File: config.mk
export PLATFORM = sky130hd
export DESIGN_NAME = led_pattern_sequencer
export DESIGN_NICKNAME = d
export VERILOG_FILES = /design/src/rtl/led_seq_pkg.sv /design/src/rtl/led_pattern_sequencer_tick.sv /design/src/rtl/led_pattern_sequencer.sv
export SDC_FILE = /design/constraint.sdc
export NUM_CORES = 1
export LEC_CHECK = 0
export CAP_MARGIN = 10
export CELL_PAD_IN_SITES_DETAIL_PLACEMENT = 0
export CELL_PAD_IN_SITES_GLOBAL_PLACEMENT = 2
export CORE_ASPECT_RATIO = 0.75
export CORE_MARGIN = 5
export CORE_UTILIZATION = 39
export CTS_BUF_LIST = sky130_fd_sc_hd__clkbuf_16
export DETAILED_ROUTE_END_ITERATION = 12
export PLACE_DENSITY_LB_ADDON = 0.1
export SYNTH_ARGS = -nofsm -noshare
export SYNTH_HDL_FRONTEND = slang
export SYNTH_SLANG_ARGS = --single-unit
File: constraint.sdc
create_clock -name clk -period 5.5 [get_ports clk]
set_clock_uncertainty 0.1 [all_clocks]
set_input_delay 1.1 -clock clk [delete_from_list [all_inputs] [get_ports clk]]
set_output_delay 1.1 -clock clk [all_outputs]
set_load 0.01 [all_outputs]
File: src/rtl/led_seq_pkg.sv
// Shared encodings and pattern helpers for the LED bar sequencer.
// Pure definitions: no state, no latency, no flow control.
package led_seq_pkg;

    typedef enum logic [1:0] {
        MODE_ROT_L  = 2'd0,
        MODE_ROT_R  = 2'd1,
        MODE_BOUNCE = 2'd2,
        MODE_FILL   = 2'd3
    } mode_t;

    typedef enum logic [1:0] {
        IDLE  = 2'd0,
        RUN   = 2'd1,
        PAUSE = 2'd2
    } state_t;

    localparam logic [7:0] LED_OFF = 8'h00;

    function automatic logic [7:0] init_pattern(input mode_t m);
        return (m == MODE_ROT_R) ? 8'h80 : 8'h01;
    endfunction

    // FILL holds a contiguous run of ones from bit 0; every other mode is one-hot.
    function automatic logic is_legal(input mode_t m, input logic [7:0] v);
        if (m == MODE_FILL)
            return (v != 8'h00) && ((v & (v + 8'h01)) == 8'h00);
        return (v != 8'h00) && ((v & (v - 8'h01)) == 8'h00);
    endfunction

endpackage

File: src/rtl/led_pattern_sequencer_tick.sv
// Step-rate counter: pulses tick once every TICK_BASE << (3 - speed) enabled cycles.
// Latency: tick is a decode of the registered count; no backpressure (en/clr always accepted).
module led_tick_gen #(
    parameter int unsigned TICK_BASE = 25_000_000
) (
    input  logic       clk,
    input  logic       rst,
    input  logic       en,
    input  logic       clr,
    input  logic [1:0] speed,
    output logic       tick
);

    logic [31:0] cnt;
    logic [31:0] period;

    assign period = 32'(TICK_BASE) << (2'd3 - speed);

    // >= keeps the counter from running away if it ever sits beyond the period.
    assign tick = en && (cnt >= period - 32'd1);

    always_ff @(posedge clk) begin
        if (rst) begin
            cnt <= 32'd0;
        end else if (clr) begin
            cnt <= 32'd0;
        end else if (en) begin
            cnt <= tick ? 32'd0 : cnt + 32'd1;
        end
    end

endmodule

File: src/rtl/led_pattern_sequencer.sv
// Button-driven LED bar sequencer: four pattern modes, four step rates, run/pause/stop.
// Latency: every event shows on the outputs one edge later; no backpressure, events always accepted.
module led_pattern_sequencer
    import led_seq_pkg::*;
#(
    parameter int unsigned TICK_BASE = 25_000_000
) (
    input  logic       clk,
    input  logic       rst,
    input  logic       btn_start,
    input  logic       btn_stop,
    input  logic       btn_mode,
    input  logic       btn_speed,
    output logic [7:0] led,
    output logic       busy,
    output logic [1:0] mode,
    output logic [1:0] speed
);

    state_t      state, state_nxt;
    mode_t       mode_r, mode_nxt;
    logic [1:0]  speed_r, speed_nxt;
    logic [7:0]  led_r, led_nxt;
    logic        dir_right, dir_nxt;

    logic        tick;
    logic        tick_en;
    logic        tick_clr;
    logic        reload;

    logic [7:0]  step_led;
    logic        step_dir;
    logic        bounce_left;

    led_tick_gen #(
        .TICK_BASE(TICK_BASE)
    ) u_tick (
        .clk   (clk),
        .rst   (rst),
        .en    (tick_en),
        .clr   (tick_clr),
        .speed (speed_r),
        .tick  (tick)
    );

    assign tick_en = (state == RUN);

    // Next pattern value for one step; anything unreachable restarts the mode.
    always_comb begin
        step_led    = init_pattern(mode_r);
        step_dir    = 1'b0;
        bounce_left = 1'b0;
        if (is_legal(mode_r, led_r)) begin
            case (mode_r)
                MODE_ROT_L: step_led = {led_r[6:0], led_r[7]};
                MODE_ROT_R: step_led = {led_r[0], led_r[7:1]};
                MODE_BOUNCE: begin
                    bounce_left = dir_right ? (led_r == 8'h01) : (led_r != 8'h80);
                    step_led    = bounce_left ? {led_r[6:0], 1'b0} : {1'b0, led_r[7:1]};
                    if (step_led == 8'h80)
                        step_dir = 1'b1;
                    else if (step_led == 8'h01)
                        step_dir = 1'b0;
                    else
                        step_dir = !bounce_left;
                end
                MODE_FILL: step_led = (led_r == 8'hFF) ? 8'h01 : {led_r[6:0], 1'b1};
                default: step_led = init_pattern(mode_r);
            endcase
        end
    end

    always_comb begin
        state_nxt = state;
        led_nxt   = led_r;
        dir_nxt   = dir_right;
        mode_nxt  = btn_mode ? mode_t'(mode_r + 2'd1) : mode_r;
        speed_nxt = speed_r + {1'b0, btn_speed};
        tick_clr  = btn_speed;
        reload    = 1'b0;

        case (state)
            IDLE: begin
                led_nxt = LED_OFF;
                dir_nxt = 1'b0;
                if (btn_start && !btn_stop) begin
                    state_nxt = RUN;
                    reload    = 1'b1;
                end
            end
            RUN, PAUSE: begin
                if (btn_stop) begin
                    state_nxt = IDLE;
                    led_nxt   = LED_OFF;
                    dir_nxt   = 1'b0;
                    tick_clr  = 1'b1;
                end else begin
                    if (btn_start)
                        state_nxt = (state == RUN) ? PAUSE : RUN;
                    // A mode change wins over a step landing in the same cycle.
                    if (btn_mode) begin
                        reload = 1'b1;
                    end else if ((state == RUN) && tick && !btn_speed) begin
                        led_nxt = step_led;
                        dir_nxt = step_dir;
                    end
                end
            end
            default: begin
                state_nxt = IDLE;
                led_nxt   = LED_OFF;
                dir_nxt   = 1'b0;
            end
        endcase

        if (reload) begin
            led_nxt  = init_pattern(mode_nxt);
            dir_nxt  = 1'b0;
            tick_clr = 1'b1;
        end
    end

    always_ff @(posedge clk) begin
        if (rst) begin
            state     <= IDLE;
            mode_r    <= MODE_ROT_L;
            speed_r   <= 2'd0;
            led_r     <= LED_OFF;
            dir_right <= 1'b0;
        end else begin
            state     <= state_nxt;
            mode_r    <= mode_nxt;
            speed_r   <= speed_nxt;
            led_r     <= led_nxt;
            dir_right <= dir_nxt;
        end
    end

    assign led   = led_r;
    assign busy  = (state != IDLE);
    assign mode  = mode_r;
    assign speed = speed_r;

endmodule

==> reports/summary.txt <==
Sink Count: 47
Std-Cell Rows: 28
Netlist cell types: 48
Setup Buffers After CTS: 0
Antenna cells: 0
CTS clk-pin slew, worst paths: 70 ps
Via count of the routed design: 2685
Slew @ Worst Pin: 1020 ps
Cell Area, Placed: 3450 µm²
EDFF count, synth: 0
WP data arrival: 3900 ps
Longest Clk Path Bufs: 2
First-pass GRT wire length: 12.7 mm
Ys Warns: 0
Startpoint types: flop
Endpoints failing setup: 0
Vias in the first global route: 2519
Status: finished, final reports clean
Minimum clock period: 3780 ps
Die W: 114 µm
Sequential share of the synthesized area: 29.5%
Required @ worst endpoint: 5610 ps
Fraction of layout cells with a size suffix above 1: 2.66%
Setup TNS: 0 ps
HPWL after DPL: 5.72 mm
GRT Residual Overflow: 0
CTS H-tree lvls: 2
Worst min path class: reg -> reg
DR DRC count: 0
Kind of critical path: reg -> reg
Post-layout util: 45.1%
CP Capture Type: flop
Max-cap viol count: 0
Final WL: 7.47 mm
P per Cell Area: 205 nW/µm²
Die Y: 88.4 µm
Clk root buf: clkbuf_16
TritonCTS buffer count: 5
Initial antenna violation count: 0
Ys flop type: dfxtp_1
Largest net degree at the start of global routing: 30
Yosys reg bits: 47
Placer Congestion: 0.827
Initial Utilization: 40.2%
Hold slack: 425 ps
CTS tree: done
Cts hold-fix bufs: 0
Iteration-0 DRC count of the detailed router: 137
Clk Latency, worst-skew pair: 290 ps
Post-route ant nets: 0
Fraction of the cycle the final worst path needs: 68.8%
Layout area overhead: 12.3%
Final net count: 452
Fin. Hold Viols: 0
Slew Viols, Final: 0
Via/cell ratio: 5.17
DRT Pass-1 Iters: 4
Core box area: 7950 µm²
IO buf count: 18
Leakage: 1.44 nW
Relative slew slack: 31.9%
CP max FO: 29
Synth Instances: 398
Tot GR Track Use: 15.5%
Post-route cell area: 3590 µm²
Synth async-reset ratio: 0%
Avg WL per Cell: 14.4 µm
Max Clk Rate: 0.264 GHz
Die Area: 10100 µm²
Mapped cell area: 3190 µm²
Post-CTS resize count: 0
I/O pin cnt: 19
RSZ-0062 raised after global routing: false
Peak VDD IR: 0.111 mV
Mapped Avg Cell Area: 8.02 µm²
[critical path, cell delays in order (launching register included)]
cell and delay, ps:
dfxtp_1 480, inv_1 140, nor2_1 210, inv_1 70
ha_1 190, nand2_1 70, ha_1 240, a21o_1 160
a221o_1 370, a221oi_2 260, a211oi_1 110, or3_1 470
a21o_1 590, nor2_1 230
[stage by stage]
step | power, W | std cells | setup WS, ps
global placement | 0.000448 | 511 | 1860
global route | 0.000768 | 519 | 1400
CTS | 0.000744 | 519 | 1710
floorplan | 0.000419 | 403 | 2040
detailed placement | 0.000447 | 511 | 1720
finish | 0.000736 | 519 | 1720
[layout make-up]
class	instances	area, µm²
fillers	788	4370
multi-input cells	316	2100
flip-flops and latches	47	941
repair buffers	18	180
well taps	105	131
clock buffers	5	125
inverters	25	93.8
clock inverters	3	16.3
[synth_stat cells (2+ instances only)]
cell | n | share of area [%]
a2111o_1 | 2 | 0.71
a211oi_1 | 6 | 1.4
a21o_1 | 5 | 1.2
a21oi_1 | 19 | 3.0
a31oi_1 | 2 | 0.39
and3_1 | 13 | 2.5
and4_1 | 3 | 0.82
buf_2 | 4 | 0.63
buf_6 | 2 | 0.71
clkbuf_1 | 8 | 0.94
conb_1 | 2 | 0.24
dfxtp_1 | 47 | 29
ha_1 | 33 | 13
inv_1 | 25 | 2.9
mux2i_1 | 9 | 2.8
nand2_1 | 33 | 3.9
nand2b_1 | 10 | 2.0
nand3_1 | 15 | 2.4
nand4_1 | 11 | 2.2
nor2_1 | 56 | 6.6
nor2b_1 | 4 | 0.78
nor3_1 | 8 | 1.3
nor4_1 | 3 | 0.59
o21ai_0 | 9 | 1.4
o2bb2ai_1 | 8 | 2.2
or2_2 | 2 | 0.39
or3_1 | 7 | 1.4
xnor2_1 | 15 | 4.1
xor2_1 | 18 | 4.9
[per-layer routing]
metal | vias to the layer above | part of all wire, % | GRT usage (%) | wire (µm)
li1 | 1420 | - | - | -
met1 | 1232 | 60 | 24.8 | 4510
met2 | 31 | 36 | 20.5 | 2720
met3 | 2 | 3.0 | 3.01 | 227
met4 | 0 | 0.28 | 3.78 | 21
met5 | - | 0 | 0 | 0
[cells in the final DEF (no fill, tap or decap), drive strengths merged, types with 2 or more instances in the layout]
cell type      netlist  layout
a2111o               2       2
a211oi               6       6
a21o                 5       5
a21oi               19      19
a221oi               2       2
a31o                 2       2
a31oi                2       2
and3                13      13
and4                 3       3
clkbuf               9       5
clkdlybuf4s50        0      18
clkinv               0       2
conb                 2       7
dfxtp               47      47
ha                  33      33
inv                 25      26
mux2i                9       9
nand2               33      33
nand2b              10      10
nand3               15      15
nand4               11      11
nor2                56      56
nor2b                4       4
nor3                 8       8
nor4                 3       3
o21ai               10      10
o2bb2ai              8       8
or2                  2       2
or3                  7       7
xnor2               15      15
xor2                18      18
[worst paths after layout]
path                               from                     endpoint  slack, ps  depth (start not counted)
max                 speed[0]$_SDFF_PP0_  u_tick.cnt[10]$_SDFFE_PP0P_       1720                         13
min          u_tick.cnt[0]$_SDFFE_PP0P_   u_tick.cnt[0]$_SDFFE_PP0P_        430                          2
max reg2reg         speed[0]$_SDFF_PP0_  u_tick.cnt[10]$_SDFFE_PP0P_       1720                         13
min reg2reg  u_tick.cnt[0]$_SDFFE_PP0P_   u_tick.cnt[0]$_SDFFE_PP0P_        430                          2
[where the power goes]
group          internal (W)  switching, W  leakage, nW  total (W)
combinational     0.0000366     0.0000517        0.984  0.0000883
sequential         0.000344    0.00000737        0.380   0.000352
clock              0.000166      0.000130       0.0726   0.000296
total              0.000547      0.000189         1.44   0.000736
[flip-flops by register name, indices dropped and copies added, names as in the netlist]
signal and cells:
speed 2, mode 2, u_tick.cnt 32, state 2
dir_right 1, led 8
[cell families after synthesis]
logic type / Yosys count / synth area share [%]
other: 2 / 0.235
flip-flops: 47 / 29.5
buffers and inverters: 40 / 5.37
multiplexers: 10 / 3.29
adder cells (fa/ha/maj): 33 / 12.9
XOR/XNOR: 33 / 9.05
AO/OA/AOI/OAI: 66 / 14.5
AND/OR/NAND/NOR: 167 / 25.2
(Power assumes the default switching activity.)
